--- src/rtl/univ_shift_reg_pkg.sv ---
// Shared types for the universal shift register.
//   mode_t  : operation encodings driven on the mode input
//   state_t : sequencer states (IDLE, RUN)
//   is_shift: true for modes that move bits (repeatable multi-step ops)
package shift_pkg;

  typedef enum logic [2:0] {
    M_HOLD = 3'b000,
    M_LOAD = 3'b001,
    M_SHL  = 3'b010,
    M_SHR  = 3'b011,
    M_ROL  = 3'b100,
    M_ROR  = 3'b101,
    M_ASR  = 3'b110,
    M_CLR  = 3'b111
  } mode_t;

  typedef enum logic {
    IDLE = 1'b0,
    RUN  = 1'b1
  } state_t;

  // HOLD/LOAD/CLR give the same result however often they repeat, so a
  // multi-step request with one of them finishes after a single step.
  function automatic logic is_shift(input mode_t m);
    return (m == M_SHL) || (m == M_SHR) || (m == M_ROL) ||
           (m == M_ROR) || (m == M_ASR);
  endfunction

endpackage

--- src/rtl/univ_shift_reg_if.sv ---
// Bus between a controller and univ_shift_reg.
//   master: drives en, mode, D, ser_in_l, ser_in_r, start, amount;
//           observes Q, Q_bar, ser_out, busy, done
//   slave : the shift register side (directions reversed)
interface univ_shift_reg_if #(
  parameter int WIDTH = 8,
  parameter int CNT_W = $clog2(WIDTH + 1)
);
  import shift_pkg::*;

  logic             en;
  mode_t            mode;
  logic [WIDTH-1:0] D;
  logic             ser_in_l;
  logic             ser_in_r;
  logic             start;
  logic [CNT_W-1:0] amount;
  logic [WIDTH-1:0] Q;
  logic [WIDTH-1:0] Q_bar;
  logic             ser_out;
  logic             busy;
  logic             done;

  modport master (
    output en, mode, D, ser_in_l, ser_in_r, start, amount,
    input  Q, Q_bar, ser_out, busy, done
  );

  modport slave (
    input  en, mode, D, ser_in_l, ser_in_r, start, amount,
    output Q, Q_bar, ser_out, busy, done
  );

endinterface

--- src/rtl/univ_shift_reg_step.sv ---
// Combinational single-step function of the shift register.
//   i_q        : current register contents
//   i_mode     : operation to apply
//   i_d        : parallel load data (LOAD)
//   i_ser_in_l : bit entering the MSB on SHR
//   i_ser_in_r : bit entering the LSB on SHL
//   o_q        : register contents after the step
//   o_ser      : bit that left the register on this step
//   o_ser_vld  : o_ser is meaningful (bit-moving modes only)
module shift_step
  import shift_pkg::*;
#(
  parameter int WIDTH = 8
) (
  input  logic [WIDTH-1:0] i_q,
  input  mode_t            i_mode,
  input  logic [WIDTH-1:0] i_d,
  input  logic             i_ser_in_l,
  input  logic             i_ser_in_r,
  output logic [WIDTH-1:0] o_q,
  output logic             o_ser,
  output logic             o_ser_vld
);

  always_comb begin
    o_q       = i_q;
    o_ser     = 1'b0;
    o_ser_vld = 1'b0;
    case (i_mode)
      M_HOLD: o_q = i_q;
      M_LOAD: o_q = i_d;
      M_SHL: begin
        o_q       = {i_q[WIDTH-2:0], i_ser_in_r};
        o_ser     = i_q[WIDTH-1];
        o_ser_vld = 1'b1;
      end
      M_SHR: begin
        o_q       = {i_ser_in_l, i_q[WIDTH-1:1]};
        o_ser     = i_q[0];
        o_ser_vld = 1'b1;
      end
      M_ROL: begin
        o_q       = {i_q[WIDTH-2:0], i_q[WIDTH-1]};
        o_ser     = i_q[WIDTH-1];
        o_ser_vld = 1'b1;
      end
      M_ROR: begin
        o_q       = {i_q[0], i_q[WIDTH-1:1]};
        o_ser     = i_q[0];
        o_ser_vld = 1'b1;
      end
      M_ASR: begin
        o_q       = {i_q[WIDTH-1], i_q[WIDTH-1:1]};
        o_ser     = i_q[0];
        o_ser_vld = 1'b1;
      end
      M_CLR:   o_q = '0;
      default: o_q = i_q;
    endcase
  end

endmodule

--- src/rtl/univ_shift_reg.sv ---
// Universal shift register with single-step and multi-step operation.
//   Clk   : clock, all state updates on the rising edge
//   reset : synchronous active-low reset, highest priority
//   bus   : slave side of univ_shift_reg_if
//           en/mode/D/ser_in_l/ser_in_r : single-step control and data
//           start/amount                : launch a multi-step operation
//           Q/Q_bar/ser_out             : register contents, complement,
//                                         last bit shifted out
//           busy/done                   : multi-step handshake
// A multi-step op performs its first step on the start edge, so an
// N-step op takes N edges and busy is high for N-1 cycles.
module univ_shift_reg
  import shift_pkg::*;
#(
  parameter  int WIDTH = 8,
  localparam int CNT_W = $clog2(WIDTH + 1)
) (
  input  logic             Clk,
  input  logic             reset,
  univ_shift_reg_if.slave  bus
);

  logic [WIDTH-1:0] r_q;
  logic             r_ser;
  logic             r_busy;
  logic             r_done;
  state_t           r_state;
  mode_t            r_mode;
  logic [CNT_W-1:0] r_rem;

  logic [WIDTH-1:0] w_q_nxt;
  logic             w_ser_nxt;
  logic             w_busy_nxt;
  logic             w_done_nxt;
  state_t           w_state_nxt;
  mode_t            w_mode_nxt;
  logic [CNT_W-1:0] w_rem_nxt;

  mode_t            w_step_mode;
  logic [WIDTH-1:0] w_step_q;
  logic             w_step_ser;
  logic             w_step_ser_vld;

  // While running, the latched mode drives the datapath; live inputs are ignored.
  assign w_step_mode = (r_state == RUN) ? r_mode : bus.mode;

  shift_step #(.WIDTH(WIDTH)) u_step (
    .i_q        (r_q),
    .i_mode     (w_step_mode),
    .i_d        (bus.D),
    .i_ser_in_l (bus.ser_in_l),
    .i_ser_in_r (bus.ser_in_r),
    .o_q        (w_step_q),
    .o_ser      (w_step_ser),
    .o_ser_vld  (w_step_ser_vld)
  );

  always_ff @(posedge Clk) begin
    if (!reset) begin
      r_q     <= '0;
      r_ser   <= 1'b0;
      r_busy  <= 1'b0;
      r_done  <= 1'b0;
      r_state <= IDLE;
      r_mode  <= M_HOLD;
      r_rem   <= '0;
    end else begin
      r_q     <= w_q_nxt;
      r_ser   <= w_ser_nxt;
      r_busy  <= w_busy_nxt;
      r_done  <= w_done_nxt;
      r_state <= w_state_nxt;
      r_mode  <= w_mode_nxt;
      r_rem   <= w_rem_nxt;
    end
  end

  always_comb begin
    w_q_nxt     = r_q;
    w_ser_nxt   = r_ser;
    w_busy_nxt  = r_busy;
    w_done_nxt  = 1'b0;
    w_state_nxt = r_state;
    w_mode_nxt  = r_mode;
    w_rem_nxt   = r_rem;
    case (r_state)
      IDLE: begin
        if (bus.start) begin
          w_mode_nxt = bus.mode;
          if (bus.amount == '0) begin
            w_done_nxt = 1'b1;
            w_rem_nxt  = '0;
          end else begin
            w_q_nxt = w_step_q;
            if (w_step_ser_vld) w_ser_nxt = w_step_ser;
            if (!is_shift(bus.mode) || (bus.amount == CNT_W'(1))) begin
              w_done_nxt = 1'b1;
              w_rem_nxt  = '0;
            end else begin
              w_state_nxt = RUN;
              w_busy_nxt  = 1'b1;
              w_rem_nxt   = bus.amount - CNT_W'(1);
            end
          end
        end else if (bus.en) begin
          w_q_nxt = w_step_q;
          if (w_step_ser_vld) w_ser_nxt = w_step_ser;
        end
      end
      RUN: begin
        w_q_nxt = w_step_q;
        if (w_step_ser_vld) w_ser_nxt = w_step_ser;
        w_rem_nxt = r_rem - CNT_W'(1);
        if (r_rem == CNT_W'(1)) begin
          w_state_nxt = IDLE;
          w_busy_nxt  = 1'b0;
          w_done_nxt  = 1'b1;
        end
      end
      default: w_state_nxt = IDLE;
    endcase
  end

  assign bus.Q       = r_q;
  assign bus.Q_bar   = ~r_q;
  assign bus.ser_out = r_ser;
  assign bus.busy    = r_busy;
  assign bus.done    = r_done;

endmodule

--- src/flat_wrapper.sv ---
// flat-port wrapper written by rule: the top's interface ports become plain ports
module univ_shift_reg_flat import shift_pkg::*;
#(
  parameter  int WIDTH = 8,
  localparam int CNT_W = $clog2(WIDTH + 1)
)
  (Clk, reset, bus_en, bus_mode, bus_D, bus_ser_in_l, bus_ser_in_r, bus_start, bus_amount, bus_Q, bus_Q_bar, bus_ser_out, bus_busy, bus_done);
  univ_shift_reg_if #(.WIDTH(WIDTH)) bus_i ();
  input  logic Clk;
  input  logic reset;
  input wire logic [$bits(bus_i.en)-1:0] bus_en;
  input wire logic [$bits(bus_i.mode)-1:0] bus_mode;
  input wire logic [$bits(bus_i.D)-1:0] bus_D;
  input wire logic [$bits(bus_i.ser_in_l)-1:0] bus_ser_in_l;
  input wire logic [$bits(bus_i.ser_in_r)-1:0] bus_ser_in_r;
  input wire logic [$bits(bus_i.start)-1:0] bus_start;
  input wire logic [$bits(bus_i.amount)-1:0] bus_amount;
  output wire logic [$bits(bus_i.Q)-1:0] bus_Q;
  output wire logic [$bits(bus_i.Q_bar)-1:0] bus_Q_bar;
  output wire logic [$bits(bus_i.ser_out)-1:0] bus_ser_out;
  output wire logic [$bits(bus_i.busy)-1:0] bus_busy;
  output wire logic [$bits(bus_i.done)-1:0] bus_done;
  assign bus_i.en = bus_en;
  assign bus_i.mode = bus_mode;
  assign bus_i.D = bus_D;
  assign bus_i.ser_in_l = bus_ser_in_l;
  assign bus_i.ser_in_r = bus_ser_in_r;
  assign bus_i.start = bus_start;
  assign bus_i.amount = bus_amount;
  assign bus_Q = bus_i.Q;
  assign bus_Q_bar = bus_i.Q_bar;
  assign bus_ser_out = bus_i.ser_out;
  assign bus_busy = bus_i.busy;
  assign bus_done = bus_i.done;
  univ_shift_reg #(.WIDTH(WIDTH)) u_core (.Clk(Clk), .reset(reset), .bus(bus_i));
endmodule
--- config.mk ---
export PLATFORM = sky130hd
export DESIGN_NAME = univ_shift_reg_flat
export DESIGN_NICKNAME = d
export VERILOG_FILES = /design/src/rtl/univ_shift_reg_pkg.sv /design/src/rtl/univ_shift_reg_if.sv /design/src/rtl/univ_shift_reg_step.sv /design/src/rtl/univ_shift_reg.sv /design/src/flat_wrapper.sv
export SDC_FILE = /design/constraint.sdc
export NUM_CORES = 1
export LEC_CHECK = 0
export BUFFER_PORTS_ARGS = -buffer_cell sky130_fd_sc_hd__buf_2
export CORE_ASPECT_RATIO = 0.7
export CORE_MARGIN = 2
export CORE_UTILIZATION = 50
export DETAILED_ROUTE_END_ITERATION = 10
export PLACE_DENSITY_LB_ADDON = 0.25
export SLEW_MARGIN = 10
export SYNTH_ARGS = -nofsm -noshare
export SYNTH_HDL_FRONTEND = slang
export SYNTH_SLANG_ARGS = --single-unit
export TNS_END_PERCENT = 10
--- constraint.sdc ---
create_clock -name Clk -period 3.3 [get_ports Clk]
set_clock_uncertainty 0.1 [all_clocks]
set_input_delay 0.66 -clock Clk [delete_from_list [all_inputs] [get_ports Clk]]
set_output_delay 0.66 -clock Clk [all_outputs]
set_load 0.005 [all_outputs]
==> metrics <==
largest net degree at the start of global routing=30; final hold vios=0; CTS max path bufs=2; CTS tree=yes; CP endpoint kind=register; slew margin rel.=about a quarter; Synth cell types=48; main combinational cell family by area after synthesis=compound AO/OA/AOI/OAI gates; commonest non-fill, non-tap cell in the layout=buf_2; Resize count post-CTS=0; DRT iter0 DRCs=93; crit-path max FO=29; die area=a little over 0.003 mm^2; hold_ws=approximately 380 ps; # rows=15; min-delay src=u_core.bus.ser_out; reg-to-reg critical path endpoint=u_core.bus.Q[0]; Hold EP=u_core.bus.ser_out; cts hold-fix bufs=0; Worst VDD drop=between 0.0002 and 0.0003 V; initial core utilization=53.6%; overall power=682 uW; ys async rst share=0%; adder-cell area share of the yosys netlist=under 10%; Final WS setup=825 ps; Num CTS Buffers=3; simple-gate share of the synthesized area=21.0%; initial antenna violation count=0; clk slew on worst S/H paths=70 ps; Global Route Usage Sum=25.4%; multiplexer share of the synthesized area=5.99%; Synth Area per Inst=8.11 um^2; critical path launch point type=register; DRC viols=0; power density over the cells=433 mW/mm^2; Via-to-Cell Ratio=5.92; most frequent cells in the layout=buf_2 (39), nand2_1 (28), dfxtp_1 (19); number of diodes=0; layout cell share with drive strength beyond 1=about 28%; DIE HEIGHT=between 40 and 50 um; Crit Path Class=reg -> reg; Synth Instances=165; register area share after synthesis=28.4%; total wire length=3630 um; drt wl/cell=15.4 um; Warnings, synthesis=0; FF+latch count, synth=19; R2R depth=4; Chip Width=65.8 um; Synth Area in Compound Gates=between 20% and 30%; number of synthesized flops with an enable pin=0; static leakage=0.682 nW; DR pass1 iterations=4; H-tree depth=1; IO buf count=39; Slew @ Worst Pin=1110 ps; CTS sink count=19; GPL Wtd Cong=0.834; I/O pins=40; CORE AREA=0.00250 mm^2; status=finished clean; ys flop type=dfxtp_1; clk_lat worst skew=260 ps; first-pass GRT wire length=5830 um; final worst-path cycle share=75.0%; pre-CTS setup slack=925 ps; fin crit period=around 2500 ps; dpl hpwl=2700 um; flop-to-flop setup slack=between 800 and 900 ps; TNS Setup=0 ps; max_cap viols=0; Setup Buffers After CTS=0; final setup violation count=0; RSZ-0062 raised after global routing=no; Root Driver=clkbuf_8; area delta synth->final=17.9%; crit path DAT=around 2600 ps; total gr overflow=0; post-synthesis xor/xnor area fraction=3.84%; hold path depth=2; DRT antenna net count=0; Post-Syn Nets=about 190; Min-Delay Path Class=reg -> reg; Worst EP required=3410 ps; Slew Limit Fails=0; fmax=just over 400 MHz; vias in the first global route=1203; Final nets=between 200 and 250; Post-Syn Area=0.00134 mm^2; Critical R2R Launch=u_core.r_state; vias after detailed routing=~1400
==> layout make-up <==
cell class / count / area [um^2]
multi-input cells: 124 / 856
clock buffers: 3 / 41.3
fillers: 220 / 920
repair buffers: 39 / 195
flip-flops and latches: 19 / 380
inverters: 15 / 56.3
well taps: 34 / 42.5
clock inverters: 1 / 5.00
==> sequential cells by signal (all words and copies together), names as in the netlist <==
register            flops
u_core.bus.Q            8
u_core.bus.busy         1
u_core.bus.ser_out      1
u_core.r_state          1
u_core.r_rem            4
u_core.r_mode           3
u_core.bus.done         1
==> worst max-delay path: stages (launching register included) <==
cell and delay (ps):
dfxtp_1 1060, or3b_1 440, o21ai_2 290, a31o_2 370, a32o_1 150
==> cell usage after synthesis (2+ instances only) <==
library cell | number | area (um^2)
nand2_1 | 28 | 105
dfxtp_1 | 19 | 380
inv_1 | 13 | 48.8
nor2_1 | 9 | 33.8
a21oi_1 | 8 | 40.0
a32o_1 | 7 | 70.1
a221o_1 | 6 | 60.1
ha_1 | 5 | 62.6
a21boi_1 | 4 | 30.0
mux2i_2 | 4 | 55.1
nor3_1 | 4 | 20.0
a31oi_1 | 3 | 18.8
buf_2 | 3 | 15.0
nand2b_1 | 3 | 18.8
nor3b_1 | 3 | 22.5
o21ai_0 | 3 | 15.0
o311ai_1 | 3 | 26.3
xnor2_1 | 3 | 26.3
buf_6 | 2 | 22.5
clkbuf_1 | 2 | 7.51
inv_2 | 2 | 7.51
nand3_1 | 2 | 10.0
o21a_1 | 2 | 15.0
o21ai_1 | 2 | 10.0
o22ai_1 | 2 | 12.5
==> worst max path at each step <==
stage	start	cells after the start	endpoint	slack [ps]
finish	u_core.r_state	4	u_core.bus.Q[0]	830
global route	u_core.r_state	4	u_core.bus.Q[6]	740
CTS	u_core.r_state	4	u_core.bus.Q[0]	880
detailed placement	u_core.r_state	4	u_core.bus.Q[0]	930
global placement	u_core.r_state	4	u_core.bus.Q[5]	1000
floorplan	bus_mode[0]	5	u_core.bus.Q[3]	1400
==> per-stage QoR <==
stage	util, %	std cells	cell area (um^2)
after floorplan	-	165	1340
after global placement	61.3	231	1530
after detailed placement	61.3	231	1530
after CTS	63.2	235	1580
after global routing	63.2	235	1580
final	63.2	235	1580
==> per-layer routing <==
layer  vias up  global-route usage (%)  wire (um)  part of all wire, %
li1        669                       -          -                    -
met1       639                    35.6       1700                   47
met2        72                    39.0       1520                   42
met3        11                    7.43        340                  9.4
met4         0                    6.25         68                  1.9
met5         -                       0          0                    0
==> power breakdown <==
part           internal, mW  total [mW]  leakage (nW)  switching, mW
Combinational         0.104       0.219         0.500          0.114
Sequential            0.255       0.296         0.157         0.0410
Clock                0.0842       0.167        0.0255         0.0833
==> kinds of logic (layout without fill, tap and decap cells) <==
group,count (synthesis),count (layout)
simple gates,59,59
compound gates,49,49
buf+inv,22,58
flops,19,19
mux,6,6
fa+ha+maj,5,5
xor+xnor,5,5
No activity file was read; power rests on OpenSTA's default activity.
